--- config.mk ---
export PLATFORM = sky130hd
export DESIGN_NAME = text_console_writer_flat
export DESIGN_NICKNAME = d
export VERILOG_FILES = /design/src/rtl/text_console_writer_if.sv /design/src/rtl/text_console_writer.sv /design/src/flat_wrapper.sv
export SDC_FILE = /design/constraint.sdc
export NUM_CORES = 1
export LEC_CHECK = 0
export CORE_AREA = 4 4 135 98
export CTS_CLUSTER_SIZE = 25
export DETAILED_ROUTE_END_ITERATION = 8
export DIE_AREA = 0 0 139 102
export PLACE_DENSITY = 0.56
export REMOVE_ABC_BUFFERS = 1
export SLEW_MARGIN = 20
export SYNTH_ARGS = -nofsm -noshare
export SYNTH_HDL_FRONTEND = slang
export SYNTH_SLANG_ARGS = --single-unit
export TNS_END_PERCENT = 30
--- constraint.sdc ---
create_clock -name write_clk -period 2.4 [get_ports write_clk]
set_input_delay 0.36 -clock write_clk [delete_from_list [all_inputs] [get_ports write_clk]]
set_output_delay 0.36 -clock write_clk [all_outputs]
set_load 0.01 [all_outputs]
--- src/rtl/text_console_writer_if.sv ---
// Character stream handshake between a text source and the console writer.
interface text_console_writer_if;
  logic [7:0] in_char;
  logic       in_valid;
  logic       in_ready;

  modport master (output in_char, output in_valid, input in_ready);
  modport slave  (input in_char, input in_valid, output in_ready);
endinterface

--- src/rtl/text_console_writer.sv ---
// Cursor-tracking character writer for the VGA text buffer: prints characters,
// interprets LF/CR/BS/FF and blanks rows or the whole screen one cell per cycle.
module text_console_writer #(
  parameter int          COLS  = 80,
  parameter int          ROWS  = 30,
  parameter logic [7:0]  BLANK = 8'h20
) (
  input  logic                 write_clk,
  input  logic                 reset,
  text_console_writer_if.slave in_port,
  output logic [4:0]           write_row,
  output logic [6:0]           write_col,
  output logic [7:0]           write_char,
  output logic                 write_en,
  output logic [4:0]           cursor_row,
  output logic [6:0]           cursor_col
);

  typedef enum logic [1:0] {IDLE, PUT, CLR_LINE, CLR_SCREEN} state_t;

  localparam logic [6:0] LAST_COL = 7'(COLS - 1);
  localparam logic [4:0] LAST_ROW = 5'(ROWS - 1);

  state_t     state;
  logic [4:0] next_row;

  always_comb begin
    next_row = (cursor_row == LAST_ROW) ? '0 : cursor_row + 5'd1;
  end

  always_ff @(posedge write_clk) begin
    if (reset) begin
      state            <= CLR_SCREEN;
      in_port.in_ready <= 1'b0;
      write_en         <= 1'b0;
      write_row        <= '0;
      write_col        <= '0;
      write_char       <= '0;
      cursor_row       <= '0;
      cursor_col       <= '0;
    end else begin
      case (state)
        IDLE: begin
          write_en <= 1'b0;
          if (in_port.in_valid && in_port.in_ready) begin
            case (in_port.in_char)
              8'h0A: begin
                cursor_col       <= '0;
                cursor_row       <= next_row;
                state            <= CLR_LINE;
                in_port.in_ready <= 1'b0;
                write_en         <= 1'b1;
                write_row        <= next_row;
                write_col        <= '0;
                write_char       <= BLANK;
              end
              8'h0D: cursor_col <= '0;
              8'h08: begin
                if (cursor_col != '0) begin
                  cursor_col       <= cursor_col - 7'd1;
                  state            <= PUT;
                  in_port.in_ready <= 1'b0;
                  write_en         <= 1'b1;
                  write_row        <= cursor_row;
                  write_col        <= cursor_col - 7'd1;
                  write_char       <= BLANK;
                end
              end
              8'h0C: begin
                cursor_row       <= '0;
                cursor_col       <= '0;
                state            <= CLR_SCREEN;
                in_port.in_ready <= 1'b0;
                write_en         <= 1'b1;
                write_row        <= '0;
                write_col        <= '0;
                write_char       <= BLANK;
              end
              default: begin
                if (in_port.in_char >= 8'h20 && in_port.in_char != 8'h7F) begin
                  state            <= PUT;
                  in_port.in_ready <= 1'b0;
                  write_en         <= 1'b1;
                  write_row        <= cursor_row;
                  write_col        <= cursor_col;
                  write_char       <= in_port.in_char;
                  if (cursor_col == LAST_COL) begin
                    cursor_col <= '0;
                    cursor_row <= next_row;
                  end else begin
                    cursor_col <= cursor_col + 7'd1;
                  end
                end
              end
            endcase
          end
        end

        PUT: begin
          // Only a printable at the last column ever writes there (BS targets
          // col-1), so that address alone marks a wrap needing the new row blanked.
          if (write_col == LAST_COL) begin
            state      <= CLR_LINE;
            write_row  <= cursor_row;
            write_col  <= '0;
            write_char <= BLANK;
          end else begin
            state            <= IDLE;
            write_en         <= 1'b0;
            in_port.in_ready <= 1'b1;
          end
        end

        CLR_LINE: begin
          if (write_col == LAST_COL) begin
            state            <= IDLE;
            write_en         <= 1'b0;
            in_port.in_ready <= 1'b1;
          end else begin
            write_col <= write_col + 7'd1;
          end
        end

        CLR_SCREEN: begin
          // After reset write_en is low, so the first cycle here seeds cell (0,0).
          if (!write_en) begin
            write_en   <= 1'b1;
            write_row  <= '0;
            write_col  <= '0;
            write_char <= BLANK;
          end else if (write_col == LAST_COL) begin
            if (write_row == LAST_ROW) begin
              state            <= IDLE;
              write_en         <= 1'b0;
              in_port.in_ready <= 1'b1;
            end else begin
              write_row <= write_row + 5'd1;
              write_col <= '0;
            end
          end else begin
            write_col <= write_col + 7'd1;
          end
        end

        default: state <= IDLE;
      endcase
    end
  end

endmodule

--- src/flat_wrapper.sv ---
// flat-port wrapper written by rule: the top's interface ports become plain ports
module text_console_writer_flat 
#(
  parameter int          COLS  = 80,
  parameter int          ROWS  = 30,
  parameter logic [7:0]  BLANK = 8'h20
)
  (write_clk, reset, write_row, write_col, write_char, write_en, cursor_row, cursor_col, in_port_in_char, in_port_in_valid, in_port_in_ready);
  text_console_writer_if in_port_i ();
  input  logic write_clk;
  input  logic reset;
  output logic [4:0] write_row;
  output logic [6:0] write_col;
  output logic [7:0] write_char;
  output logic write_en;
  output logic [4:0] cursor_row;
  output logic [6:0] cursor_col;
  input wire logic [$bits(in_port_i.in_char)-1:0] in_port_in_char;
  input wire logic [$bits(in_port_i.in_valid)-1:0] in_port_in_valid;
  output wire logic [$bits(in_port_i.in_ready)-1:0] in_port_in_ready;
  assign in_port_i.in_char = in_port_in_char;
  assign in_port_i.in_valid = in_port_in_valid;
  assign in_port_in_ready = in_port_i.in_ready;
  text_console_writer #(.COLS(COLS), .ROWS(ROWS), .BLANK(BLANK)) u_core (.write_clk(write_clk), .reset(reset), .in_port(in_port_i), .write_row(write_row), .write_col(write_col), .write_char(write_char), .write_en(write_en), .cursor_row(cursor_row), .cursor_col(cursor_col));
endmodule
==> results of run 1 <==
-- metal layers --
metal | wire (um) | global-route usage [%] | vias to the layer above
met2 | 4554 | 22.42 | 217
met1 | 5475 | 24.80 | 1715
met4 | 134 | 3.684 | 0
met5 | 0 | 0 | -
met3 | 1286 | 3.461 | 16
li1 | - | - | 1742
-- placed cells by master (no fill, tap or decap), drive strengths merged, types with 9 or more instances in the layout --
master          n
a21oi          21
and3            9
buf            77
clkdlybuf4s50  44
dfxtp          36
inv            16
nand2          31
nand3          25
nor2           23
nor3           18
o21ai          24
-- worst min-delay path: stages (launching register included) --
cell and delay (ns):
dfxtp_1 0.30, nand2_1 0.05, mux2i_1 0.06
-- power by group --
part,switching (W),internal (W)
Clock,0.000262,0.000415
Combinational,0.000106,0.0000960
Sequential,0.00000473,0.000603
Total,0.000372,0.00111
-- what timing repair did --
| item | CTS | global route |
|---|---|---|
| setup endpoints to repair | 14 | 22 |
| gates cloned | 0 | 0 |
| gates resized for setup | 6 | 13 |
-- area by class of cell --
type	instances	area [sq um]	share of cell area (%)
Clock buffer	8	146.4	3.407
Multi-Input combinational cell	309	2116	49.24
Timing Repair Buffer	121	1047	24.37
Inverter	17	63.81	1.485
Sequential cell	36	720.7	16.77
Tap cell	162	202.7	4.718
-- worst paths after layout --
path	cells past startpoint	slack (ns)	startpoint	end
min	2	0.46	u_core.write_char[2]$_SDFFE_PP0P_	u_core.write_char[2]$_SDFFE_PP0P_
max reg2reg	5	0.14	u_core.state[1]$_SDFFE_PP1P_	u_core.cursor_row[2]$_SDFFE_PP0P_
max	6	0.07	in_port_in_char[5]	u_core.cursor_col[5]$_SDFFE_PP0P_
min reg2reg	2	0.46	u_core.write_char[2]$_SDFFE_PP0P_	u_core.write_char[2]$_SDFFE_PP0P_
-- cells in the mapped netlist, drive strengths merged, types with 9 or more instances --
| cell type | n | area (sq um) |
|---|---|---|
| a21oi | 21 | 105.1 |
| and3 | 9 | 56.30 |
| clkbuf | 23 | 86.33 |
| dfxtp | 36 | 720.7 |
| inv | 16 | 60.06 |
| nand2 | 31 | 116.4 |
| nand3 | 25 | 125.1 |
| nor2 | 23 | 88.84 |
| nor3 | 18 | 106.4 |
| o21ai | 24 | 120.1 |
-- through the flow --
step / util [%] / instances / instance area, sq um / setup slack, ns
floorplan: - / 362 / 2818 / 0.03482
global placement: 33.64 / 645 / 4064 / -0.3083
detailed placement: 33.64 / 645 / 4064 / -0.3370
CTS: 35.00 / 653 / 4229 / 0.02208
global route: 35.56 / 653 / 4297 / -0.03886
finish: 35.56 / 653 / 4297 / 0.06674
-- state kept, by name, summed over array words and instances (netlist names) --
name and count:
u_core.write_row 5, u_core.cursor_col 7, u_core.write_char 8, u_core.state 2, u_core.cursor_row 5, u_core.write_en 1, u_core.write_col 7, u_core.in_port.in_ready 1
-- cell families after synthesis --
family                     synth area share (%)
adders and majority gates                 2.985
DFF                                       24.56
muxes                                     3.156
buffers and inverters                     6.140
and+or+nand+nor                           30.92
xor gates and xnor gates                 0.8957
AOI/OAI and AO/OA                         31.34
==> reports/qor.yml, run 1 <==
status: "complete, no violations"
syn2layout_area_growth_pct: 46.44
async_flop_share_pct: 0
grtUsageTotal_pct: 16.04
vias: 3690
grt_first_pass_wirelength_um: 18530
cpMaxStageDelayCell: "or4_1"
synth.distinct_cells: 70
fin_crit_ns: 2.333
gp_congestion: 0.9027
gr-total-overflow: 0
slew_headroom_pct: 62.43
worst_pin_slew_ns: 0.5584
holdWs_ns: 0.4588
clock_sinks: 36
cp.arrival_ns: 2.56
cts_hold_buf: 0
critical_path.startpoint_type: "primary input"
power.total_w: 0.001486
dp_hpwl_um: 8787
fp-row-count: 34
wirelength_um: 11450
ios: 45
powerDensity_mw_per_mm2: 345.8
cp_max_fo: 5
diodes: 0
final-hold-violation-count: 0
htreeDepth: 2
die_w_um: 139
grt_pass1_vias: 3407
drv_slew: 0
clk_path_buf_depth: 2
postCtsSetupBuffers: 0
drt-wirelength-per-cell_um: 17.54
crit_type: "primary input to flip-flop"
antenna_left: 0
cp_num_buf_inv: 1
skew_ns: 0.005121
netlist_instances: 390
drt_iter0_markers: 456
antenna_found_initial: 0
yosysSeqAreaShare_pct: 24.56
slowest_delay_ns: 0.57
p_leak_nw: 1.513
post-route-period-util_pct: 97.22
clk_pin_slew_ns: 0.06
cts_root_buffer: "clkbuf_16"
first_pass_iters: 5
route.detailed.drc: 0
synth_seq_cells: 36
synth_ff_type: "dfxtp_1"
maxCapViolations: 0
critPathTopFamily: "simple AND/OR/NAND/NOR gates"
rsz0062_at_grt: "yes"
cts_tree: "yes"
grt_max_degree: 22
fillCellCount: 1269
clock_latency_ns: 0.29
port_buffers: 44
synthesis.area_sq_mm: 0.002934
avgSynthCellArea_sq_um: 7.523
fmax_ghz: 0.4286
core-area_sq_mm: 0.01208
endpoint_kind: "flip-flop"
yosys_warnings: 0
setup_viol: 0
worstPathRequired_ns: 2.63
holdCritPathClass: "flip-flop to flip-flop"
fin_nets: 508
crit_chain: "clkdlybuf4s50_1 -> or3_4 -> or4_1 -> and3_1 -> a211oi_1 -> o221a_2"
finalSetupTns_ns: 0
drive_above_1_share_pct: 21.79
synth_edf_count: 0
die_h_um: 102
dieArea_sq_mm: 0.01418
vdd_drop_max_uv: 218.5
start_util_pct: 24.29
cts_buffers: 5
viasPerCell: 5.651
Note: power is estimated with default switching activity, not from simulation.
==> inputs of run 2 (changes only) <==
Settings changed: CAP_MARGIN set to 20, CTS_CLUSTER_DIAMETER set to 200.
==> results of run 2 <==
Same layout as run 1: the final DEF is identical, and so are final timing and power.
